`src/rtl/tanh4_act_requant.sv`:
```
// Round/shift/saturate a wide signed sample down to a 4-bit tanh operand.
// The result goes through a 2-entry skid FIFO, and a sticky counter counts the saturated samples.
module tanh4_act_requant #(
  parameter int IN_W      = 12,
  parameter int SHIFT     = 4,
  parameter int SAT_CNT_W = 16
) (
  input  logic                 clk,
  input  logic                 rst,
  input  logic                 in_valid,
  output logic                 in_ready,
  input  logic [IN_W-1:0]      in_data,
  output logic                 out_valid,
  input  logic                 out_ready,
  output logic [3:0]           out_data,
  output logic [SAT_CNT_W-1:0] sat_count,
  input  logic                 clr_sat
);

  localparam logic signed [IN_W:0] MAX_V = (IN_W+1)'(7);
  localparam logic signed [IN_W:0] MIN_V = (IN_W+1)'(-8);

  logic signed [IN_W:0]   w_ext;
  logic signed [IN_W:0]   w_r;
  logic                   w_sat_hi;
  logic                   w_sat_lo;
  logic [3:0]             w_code;
  logic                   w_acc;
  logic                   w_emit;
  logic [1:0]             w_count_nxt;
  logic [3:0]             w_head_nxt;
  logic [3:0]             w_tail_nxt;

  logic [1:0]             r_count;
  logic [3:0]             r_head;
  logic [3:0]             r_tail;
  logic                   r_in_ready;
  logic [SAT_CNT_W-1:0]   r_sat_count;

  // One guard bit on top of IN_W, so adding the rounding constant can never overflow.
  assign w_ext = $signed({in_data[IN_W-1], in_data});

  generate
    if (SHIFT > 0) begin : g_round
      localparam logic signed [IN_W:0] HALF = (IN_W+1)'(1) << (SHIFT - 1);
      assign w_r = (w_ext + HALF) >>> SHIFT;
    end else begin : g_pass
      assign w_r = w_ext;
    end
  endgenerate

  assign w_sat_hi = (w_r > MAX_V);
  assign w_sat_lo = (w_r < MIN_V);
  assign w_code   = w_sat_hi ? 4'h7 : (w_sat_lo ? 4'h8 : w_r[3:0]);

  assign w_acc  = in_valid & r_in_ready;
  assign w_emit = (r_count != 2'd0) & out_ready;

  always_comb begin
    // NOTE: every output gets a default before the case, so no path leaves a value unassigned and no latch is inferred.
    w_count_nxt = r_count;
    w_head_nxt  = r_head;
    w_tail_nxt  = r_tail;
    case (r_count)
      2'd0: begin
        if (w_acc) begin
          w_head_nxt  = w_code;
          w_count_nxt = 2'd1;
        end
      end
      2'd1: begin
        if (w_acc && w_emit) begin
          w_head_nxt = w_code;
        end else if (w_acc) begin
          w_tail_nxt  = w_code;
          w_count_nxt = 2'd2;
        end else if (w_emit) begin
          w_count_nxt = 2'd0;
        end
      end
      default: begin
        if (w_emit) begin
          w_head_nxt  = r_tail;
          w_count_nxt = 2'd1;
        end
      end
    endcase
  end

  // in_ready is registered from the next occupancy, so out_ready has no combinational path to it.
  always_ff @(posedge clk) begin
    // NOTE: state registers use non-blocking assignments, so every flop samples its pre-edge value.
    if (rst) begin
      r_count    <= 2'd0;
      r_head     <= 4'h0;
      r_in_ready <= 1'b0;
    end else begin
      r_count    <= w_count_nxt;
      r_head     <= w_head_nxt;
      r_in_ready <= (w_count_nxt != 2'd2);
    end
  end

  // NOTE: the tail entry is storage qualified by r_count, so it needs no reset.
  always_ff @(posedge clk) begin
    r_tail <= w_tail_nxt;
  end

  always_ff @(posedge clk) begin
    if (rst || clr_sat) begin
      r_sat_count <= '0;
    end else if (w_acc && (w_sat_hi || w_sat_lo) && (r_sat_count != '1)) begin
      r_sat_count <= r_sat_count + 1'b1;
    end
  end

  assign in_ready  = r_in_ready;
  assign out_valid = (r_count != 2'd0);
  assign out_data  = r_head;
  assign sat_count = r_sat_count;

endmodule

```
`config.mk`:
```
export PLATFORM = sky130hd
export DESIGN_NAME = tanh4_act_requant
export DESIGN_NICKNAME = d
export VERILOG_FILES = /design/src/rtl/tanh4_act_requant.sv
export SDC_FILE = /design/constraint.sdc
export NUM_CORES = 1
export LEC_CHECK = 0
export ABC_CLOCK_PERIOD_IN_PS = 2300
export BUFFER_PORTS_ARGS = -buffer_cell sky130_fd_sc_hd__buf_4
export CAP_MARGIN = 30
export CORE_MARGIN = 4
export CORE_UTILIZATION = 30
export CTS_BUF_LIST = sky130_fd_sc_hd__clkbuf_16
export DETAILED_ROUTE_END_ITERATION = 10
export GPL_TIMING_DRIVEN = 0
export PLACE_DENSITY = 0.59
export SLEW_MARGIN = 10
export SYNTH_ARGS = -nofsm -noshare
export SYNTH_HDL_FRONTEND = slang
export SYNTH_SLANG_ARGS = --single-unit
```
`constraint.sdc`:
```
create_clock -name clk -period 2.3 [get_ports clk]
set_input_delay 0.115 -clock clk [delete_from_list [all_inputs] [get_ports clk]]
set_output_delay 0.115 -clock clk [all_outputs]
set_load 0.005 [all_outputs]
```
==> impl_results.md, run 1 <==
* FF-to-FF Start: sat_count[0]
* R2R depth at 8
* Mapped Nets at 196
* Placement Cell Area at 1840 sq um
* Hold buffers post-CTS at 0
* Setup CP Type: reg -> reg
* Synth unique cells at 50
* Vias in the first global route at between 1,000 and 1,500
* Initial antenna violation count at 0
* WP data arrival at around 2.2 ns
* Total Routing Usage GR at 0.112
* Crit path launch type: flip-flop
* Postcts setup bufs at 0
* Static Leakage at 0.689 nW
* Total gr overflow at 0
* Hold Vio Cnt, Final at 0
* Tot Pwr at 0.00103 W
* TritonCTS clock tree: done
* P per Cell Area at 535 nW/um^2
* Setup-failing EPs final at 0
* Design Area, Final at about 1900 sq um
* Ports at 39
* Hold Crit Class: in -> reg
* Gp weighted congestion at around 0.73
* Post-DP HPWL at 2610 microns
* Slew margin rel. at 0.600
* Clk_lat worst skew at 0.26 ns
* Aggregate routed wire length at about 3400 microns
* Fin. max-slew vios at 0
* Setup TNS at 0 ns
* Average size of a mapped cell at roughly 8.5 sq um
* Synth Warn # at 0
* Post-route insts no fill at between 200 and 300
* Diode count at 0
* Reg area at about 580 sq um
* Final worst path period need at 2.05 ns
* Layout cells sized above 1 at 0.234
* R2r endpoint: sat_count[0]
* H-Tree Depth at 1
* Ys async rst share at 0
* Critical Path RT at approximately 2.4 ns
* Largest net degree at the start of global routing at 18
* Post-DRT Antenna Nets at 0
* Final-layout fill cell count at 517
* Initial core utilization at 0.315
* Clock sink count at 27
* CP Max Fanout at 10
* Hold path endpoint: sat_count[8]
* Skew final at between 0.008 and 0.009 ns
* Pin slew with the least headroom to its limit at ~0.6 ns
* Placed cells at approximately 280
* Die ar. at a little over 6000 sq um
* Die width at 78.9 microns
* Post-synthesis instance area at 1510 sq um
* Clock Path Buffers at 2
* Area Growth Syn to Fin at 27.6%
* Std-Cell Rows at 25
* First-pass GRT wire length at 5790 microns
* Maxcap violations at 0
* Total Nets Final at about 230
* Post-Syn Instances at 177
* Sequential share of the synthesized area at 0.385
* Multi-input logic area at approximately 860 sq um
* CTS resizes at 0
* Die span in y at 78.9 microns
* Critical path capture point type: flip-flop
* R2r setup slk at roughly 0.25 ns
* Part of the cycle the worst path needs at 0.890
* DR WL/cell at approximately 12 microns
* Drt drc at 0
* CORE AREA at approximately 4800 sq um
* # port buffers at 33
* DRT Pass-1 Iters at 4
* Predominant post-synthesis flop cell: dfxtp_1
* Crit path launch: sat_count[0]
* Via Count at roughly 1,400
* DRT iter0 DRCs at 45
* Reg clk slew, reported paths at 0.07 ns
* Run status: finished clean
* Hold Startpoint: clr_sat
* Highest Clock Rate at slightly below 500 MHz
* Register bit total from synthesis at 27
* EDFF count, synth at 4
* VDD IR max at ~300 uV
* CTS buffer count at 3
* Hold path cells at 3
* Vias/cell at just over 5
* RSZ-0062 raised after global routing: no
* Clock Tree Root: clkbuf_16
## cell families after synthesis
group	after synthesis	synth area share
flip-flops	27	0.385
multiplexers	4	0.0357
AO/OA/AOI/OAI	49	0.213
XOR/XNOR	4	0.0232
AND/OR/NAND/NOR	79	0.284
adder cells (fa/ha/maj)	2	0.0166
buffers and inverters	12	0.0423
## through the flow
stage	hold slack, ns	setup WS [ns]	util
after floorplan	0.296	0.501	-
after detailed placement	0.435	0.240	0.384
after global placement	0.423	0.237	0.384
final	0.151	0.253	0.402
after global routing	0.167	0.0862	0.402
after CTS	0.152	0.237	0.402
## synth_stat cells, drive strengths merged, types with 2 or more instances
cell type / count / share of area
xnor2: 2 / 0.012
or4: 3 / 0.015
o311a: 2 / 0.013
or3: 14 / 0.058
inv: 5 / 0.012
nor3: 5 / 0.020
a21oi: 16 / 0.056
o21ai: 14 / 0.046
o41ai: 2 / 0.012
or2: 2 / 0.0083
dfxtp: 23 / 0.31
xor2: 2 / 0.012
buf: 3 / 0.020
mux2i: 3 / 0.028
o21a: 2 / 0.010
nor2b: 2 / 0.0083
edfxtp: 4 / 0.080
and3: 4 / 0.020
clkbuf: 4 / 0.010
nand4: 3 / 0.017
ha: 2 / 0.017
nand2: 13 / 0.032
o31a: 3 / 0.018
nand3: 13 / 0.046
nor2: 16 / 0.040
## power breakdown
| group | leakage, nW | internal (W) | switching [W] |
|---|---|---|---|
| sequential | 0.223 | 0.000487 | 0.00000576 |
| combinational | 0.425 | 0.0000589 | 0.0000656 |
| clock | 0.0415 | 0.000240 | 0.000171 |
## layout make-up
cell class	count	area share
plain buffers	7	0.0234
repair buffers	33	0.129
inverters	5	0.00976
multi-input cells	138	0.449
well taps	67	0.0436
flip-flops and latches	27	0.302
clock inverters	1	0.00455
clock buffers	3	0.0390
## cells in the final DEF (no fill, tap or decap), types with 3 or more instances in the layout
master / n
a21oi_1: 15
and3_1: 3
buf_4: 33
clkbuf_1: 4
clkbuf_16: 3
dfxtp_1: 23
edfxtp_1: 4
inv_1: 5
nand2_1: 13
nand3_1: 12
nor2_1: 16
nor3_1: 4
o21ai_0: 7
o21ai_1: 7
or3_1: 14
or4_1: 3
## flip-flops by register name, summed over array words and instances (netlist names)
register	cells
r_tail	4
sat_count	16
in_ready	1
out_data	4
r_count	2
## layer usage
metal | part of all wire | GRT usage | vias up
li1 | - | - | 735
met1 | 0.46 | 0.146 | 657
met2 | 0.47 | 0.189 | 29
met3 | 0.057 | 0.0261 | 2
met4 | 0.0044 | 0.0258 | 0
met5 | 0 | 0 | -
## worst max path at each step
| stage | end | slack, ns | depth (start not counted) |
|---|---|---|---|
| final | sat_count[0] | 0.25 | 8 |
| after global routing | sat_count[0] | 0.09 | 8 |
| after CTS | sat_count[0] | 0.24 | 8 |
| after detailed placement | sat_count[10] | 0.24 | 9 |
| after global placement | sat_count[0] | 0.24 | 8 |
| after floorplan | sat_count[0] | 0.50 | 8 |
## critical path, stage by stage, from the launching register on
cell     delay (ns)
dfxtp_1        0.42
ha_1           0.25
nand3_1        0.20
or3_1          0.43
nand3_2        0.15
buf_6          0.16
buf_8          0.13
xor2_1         0.14
nor2_1         0.05
(Power assumes the default switching activity.)
==> inputs of run 2 (changes only) <==
Settings changed: ABC_AREA set to 1, CORE_UTILIZATION 30 to 40, PLACE_DENSITY 0.59 to 0.71, SLEW_MARGIN 10 to 15.
==> impl_results.md, run 2 <==
* Vias in the first global route at between 1,000 and 1,500
* Postcts setup bufs at 0
* Diode count at 0
* Slowest-stage cell, CP: dfxtp_1
* Critical path capture point type: flip-flop
* DRT iter0 DRCs at 91
* Reg clk slew, reported paths at 0.07 ns
* Sequential share of the synthesized area at 0.339
* TritonCTS clock tree: done
* Placed cells at approximately 320
* Critical path depth at 6
* CORE AREA at 4060 sq um
* Largest net degree at the start of global routing at 17
* Total Nets Final at between 200 and 300
* Post-Syn Instances at approximately 240
* FF-to-FF Start: sat_count[0]
* CP peak stage delay at approximately 0.4 ns
* RSZ-0062 raised after global routing: no
* Final WS setup at between 0.3 and 0.4 ns
* Std-Cell Rows at 23
* Run status: finished clean
* Setup CP Type: reg -> reg
* Via Count at approximately 1,600
* DRT Pass-1 Iters at 5
* Most common cell in the synthesized netlist: nand2_1
* Gp weighted congestion at 0.878
* First-pass GRT wire length at ~6500 microns
* Layout cells sized above 1 at 0.253
* Die span in y at roughly 73 microns
* Post-DRT Antenna Nets at 0
* CP bufs+invs at 1
* WP data arrival at 2.04 ns
* Clock sink count at 27
* CP Max Fanout at 10
* Initial core utilization at 0.422
* Clock Path Buffers at 2
* Crit path launch type: flip-flop
* Setup-failing EPs final at 0
* VDD IR max at 397 uV
* Clk_lat worst skew at roughly 0.26 ns
* Synth unique cells at 32
* Final worst path period need at roughly 1.9 ns
* Post-synthesis instance area at between 1500 and 2000 sq um
* Ys async rst share at 0
* Ports at 39
* Synth top area share at 0.269
* R2R depth at 6
* Die ar. at about 5400 sq um
* Part of the cycle the worst path needs at 0.834
* Synth Warn # at 0
* Hold Vio Cnt, Final at 0
* Critical path's top delay family: simple AND/OR/NAND/NOR gates
* Static Leakage at 0.911 nW
* Aggregate routed wire length at about 3800 microns
* Synth top area cells: dfxtp_1 (27%), nand2_1 (11%), nor2_1 (7.2%)
* Hold buffers post-CTS at 0
* P per Cell Area at between 400 and 500 nW/um^2
* Average size of a mapped cell at approximately 7.3 sq um
* CTS buffer count at 3
* Area Growth Syn to Fin at 23.4%
* Highest Clock Rate at 521 MHz
* Largest register FFs at 16
* Post-synth top cells: nand2_1 (50), nor2_1 (33), dfxtp_1 (23)
* Clock Tree Root: clkbuf_16
* Post-synth top area cell: dfxtp_1
* Vias/cell at 4.88
* Total Routing Usage GR at 0.150
* Hold path cells at 2
* Most frequent cells in the layout: nand2_1 (50), buf_4 (35), nor2_1 (33)
* Slew margin rel. at 0.501
* Crit path launch: sat_count[0]
* Most common cell after layout, fill and taps aside: nand2_1
* Register bit total from synthesis at 27
* Die width at 73.4 microns
* Pre-CTS setup slack at 0.401 ns
* Post-route insts no fill at 323
* Skew final at 0.00334 ns
* Maxcap violations at 0
* Initial antenna violation count at 0
* Hold Crit Class: in -> reg
* CP cell instances: ha_1 -> nor3b_4 -> nand4_2 -> clkbuf_1 -> nand4_1 -> a21oi_2
* EDFF count, synth at 4
* Mapped Nets at roughly 250
* Total gr overflow at 0
* Drt drc at 0
* Min Hold Slack at between 0.04 and 0.05 ns
* Fin. max-slew vios at 0
* Post-DP HPWL at ~2900 microns
* CTS resizes at 0
* Hold Startpoint: out_ready
* Predominant post-synthesis flop cell: dfxtp_1
* # port buffers at 34
* DR WL/cell at approximately 12 microns
* Setup TNS at 0 ns
* Pin slew with the least headroom to its limit at about 0.74 ns
* H-Tree Depth at 1
* Critical Path RT at ~2.4 ns
==> run 2: changes by cell type in the layout (fill, tap and decap cells not counted), sizes merged, moves of 5 or more <==
cell,change
nand2,+51
inv,+15
xnor2,+5
or3,-14
xor2,+6
nor2,+19
o21ai,-11
nand4,+13
==> run 2: final timing paths <==
check,end,slack [ns]
min reg2reg,out_data[2],0.46
max reg2reg,sat_count[11],0.38
min,r_count[1],0.04
max,sat_count[11],0.38
==> run 2: worst register-to-register path, cell delays in order, from the launching register on <==
cell      delay [ns]
dfxtp_1         0.39
ha_1            0.27
nor3b_4         0.32
nand4_2         0.23
clkbuf_1        0.31
nand4_1         0.20
a21oi_2         0.06
==> run 2: metrics by stage <==
step	util	total power, W	cell area (sq um)
final	0.521	0.00104	2110
after global placement	0.500	0.000652	2030
after global routing	0.521	0.00109	2110
after detailed placement	0.500	0.000654	2030
after CTS	0.521	0.00106	2110
after floorplan	-	0.000599	1710
==> run 2: layout make-up <==
| type | instances | area [sq um] |
|---|---|---|
| fillers | 395 | 1940 |
| clock inverters | 1 | 7.51 |
| clock buffers | 3 | 75.1 |
| inverters | 22 | 82.6 |
| well taps | 50 | 62.6 |
| repair buffers | 34 | 255 |
| plain buffers | 6 | 42.5 |
| flip-flops and latches | 27 | 581 |
| multi-input cells | 180 | 1010 |
==> run 2: where the power goes <==
group          internal, W  total (W)  switching (W)
Clock             0.000236   0.000402       0.000166
Sequential        0.000490   0.000496     0.00000573
Combinational    0.0000607   0.000147      0.0000866
Total             0.000787    0.00104       0.000258
==> run 2: layer usage <==
metal	up-vias	global-route usage	routed length (microns)
met2	34	0.232	1770
met3	4	0.0164	149
li1	845	-	-
met5	-	0	0
met1	692	0.214	1840
met4	0	0.0563	59
==> run 2: cells by family (layout without fill, tap and decap cells) <==
family / Yosys count / count (layout) / share of synthesized area
XOR/XNOR: 15 / 15 / 0.0767
flip-flops: 27 / 27 / 0.339
AND/OR/NAND/NOR: 141 / 141 / 0.412
AO/OA/AOI/OAI: 22 / 22 / 0.0847
adder cells (fa/ha/maj): 2 / 2 / 0.0146
buffers and inverters: 28 / 66 / 0.0730
==> inputs of run 3 (changes only) <==
Settings changed: ABC_CLOCK_PERIOD_IN_PS 2300 to 1600, PLACE_DENSITY 0.71 to 0.73.
Clock period 2.3 ns to 1.6 ns, I/O delays scaled along.
==> impl_results.md, run 3 (synthesis gave the netlist of run 2 again) <==
* Reg clk slew, reported paths at approximately 0.07 ns
* Run status: finished clean
* # port buffers at 34
* Final worst path period need at 1.58 ns
* Static Leakage at approximately 1.0 nW
* Pre-CTS setup slack at -0.220 ns
* DRT iter0 DRCs at approximately 160
* Pin slew with the least headroom to its limit at roughly 0.74 ns
* Total Nets Final at 310
* Total Routing Usage GR at 0.163
* VDD IR max at 359 uV
* Final-layout fill cell count at approximately 350
* Hold Crit Class: in -> reg
* RSZ-0062 raised after global routing: yes
* Clock Tree Root: clkbuf_16
* Post-layout util at 0.580
* Post-DRT Antenna Nets at 0
* Die ar. at between 5000 and 6000 sq um
* Placed cells at 319
* Vias in the first global route at around 1,600
* Slew margin rel. at 0.506
* Skew final at 0.00468 ns
* Setup CP Type: reg -> reg
* Drt drc at 0
* TritonCTS clock tree: done
* Slowest-stage cell, CP: dfxtp_4
* Critical path depth at 7
* CP cell instances: nand2_1 -> nor2_2 -> nand2_1 -> nor2_1 -> xor2_1 -> nand4_1 -> a21oi_2
* Maxcap violations at 0
* Gp weighted congestion at just under 0.9
* CP peak stage delay at around 0.40 ns
* Ports at 39
* Die width at around 73 microns
* Vias/cell at a little over 5
* Diode count at 0
* Post-route insts no fill at 340
* CP bufs+invs at 0
* Hold path cells at 2
* Multi-input logic area at approximately 1100 sq um
* Clk_lat worst skew at approximately 0.27 ns
* DRT Pass-1 Iters at 4
* P per Cell Area at between 600 and 700 nW/um^2
* Most common cell after layout, fill and taps aside: buf_4
* Layout cells sized above 1 at 0.372
* H-Tree Depth at 1
* Largest net degree at the start of global routing at 16
* Initial antenna violation count at 0
* CTS buffer count at 3
* Area Growth Syn to Fin at 37.3%
* Fin. max-slew vios at 0
* Clock sink count at 27
* R2R depth at 7
* Die span in y at roughly 73 microns
* Total gr overflow at 0
* Setup TNS at 0 ns
* Clock Path Buffers at 2
* Critical path's top delay family: simple AND/OR/NAND/NOR gates
* CP Max Fanout at 6
* Reg area at 608 sq um
* CORE AREA at roughly 4100 sq um
* Critical path capture point type: flip-flop
* Final WS setup at 0.0223 ns
* Critical Path RT at 1.80 ns
* WP data arrival at between 1.5 and 2 ns
* Setup-failing EPs final at 0
* Tot Pwr at roughly 0.0016 W
* Std-Cell Rows at 23
* First-pass GRT wire length at between 7000 and 8000 microns
* Largest register FFs at 16
* Hold Vio Cnt, Final at 0
* Highest Clock Rate at 634 MHz
* Part of the cycle the worst path needs at 0.986
* Post-DP HPWL at 2980 microns
* Via Count at about 1,800
* Crit path launch type: flip-flop
* Most frequent cells in the layout: buf_4 (51), nand2_1 (46), nor2_1 (30)
* DR WL/cell at 13.4 microns
* Initial core utilization at 0.422
* Aggregate routed wire length at roughly 4600 microns
* Most frequent CP cell: nand2_1
run 3: through the flow:
step | instance area (sq um) | hold WS [ns]
CTS | 2180 | 0.0128
finish | 2350 | 0.00750
global route | 2350 | 0.0129
floorplan | 1710 | 0.159
global placement | 2030 | 0.283
detailed placement | 2030 | 0.284
run 3: worst paths after layout:
kind | from | end | slack, ns
max reg2reg | sat_count[2] | sat_count[15] | 0.02
min | out_ready | r_count[1] | 0.008
max | sat_count[2] | sat_count[15] | 0.02
min reg2reg | out_data[2] | out_data[2] | 0.47
run 3: final cells by class:
class / count / share of cell area
Buffer: 6 / 0.0213
Clock buffer: 3 / 0.0319
Clock inverter: 1 / 0.00213
Inverter: 22 / 0.0351
Multi-Input combinational cell: 180 / 0.454
Sequential cell: 27 / 0.259
Tap cell: 50 / 0.0266
Timing Repair Buffer: 51 / 0.170
run 3: power breakdown:
| group | switching [W] | internal [W] | leakage (nW) |
|---|---|---|---|
| Clock | 0.000260 | 0.000339 | 0.0409 |
| Sequential | 0.00000916 | 0.000695 | 0.229 |
| Combinational | 0.000140 | 0.000113 | 0.779 |
run 3: what timing repair did:
| item | 4_1_cts | 5_1_grt |
|---|---|---|
| buffers inserted | 3 | 13 |
| setup endpoints to repair | 20 | 18 |
| resized for setup | 14 | 20 |
| hold buffers | 0 | 0 |
| pin swaps | 1 | 11 |
| hold endpoints to repair | 0 | 0 |
| cloned | 0 | 1 |
run 3: per-layer routing:
| metal | vias to the layer above | track usage | part of all wire |
|---|---|---|---|
| met4 | 0 | 0.0543 | 0.021 |
| met5 | - | 0 | 0 |
| met3 | 11 | 0.0178 | 0.061 |
| met2 | 65 | 0.262 | 0.47 |
| li1 | 879 | - | - |
| met1 | 800 | 0.226 | 0.45 |
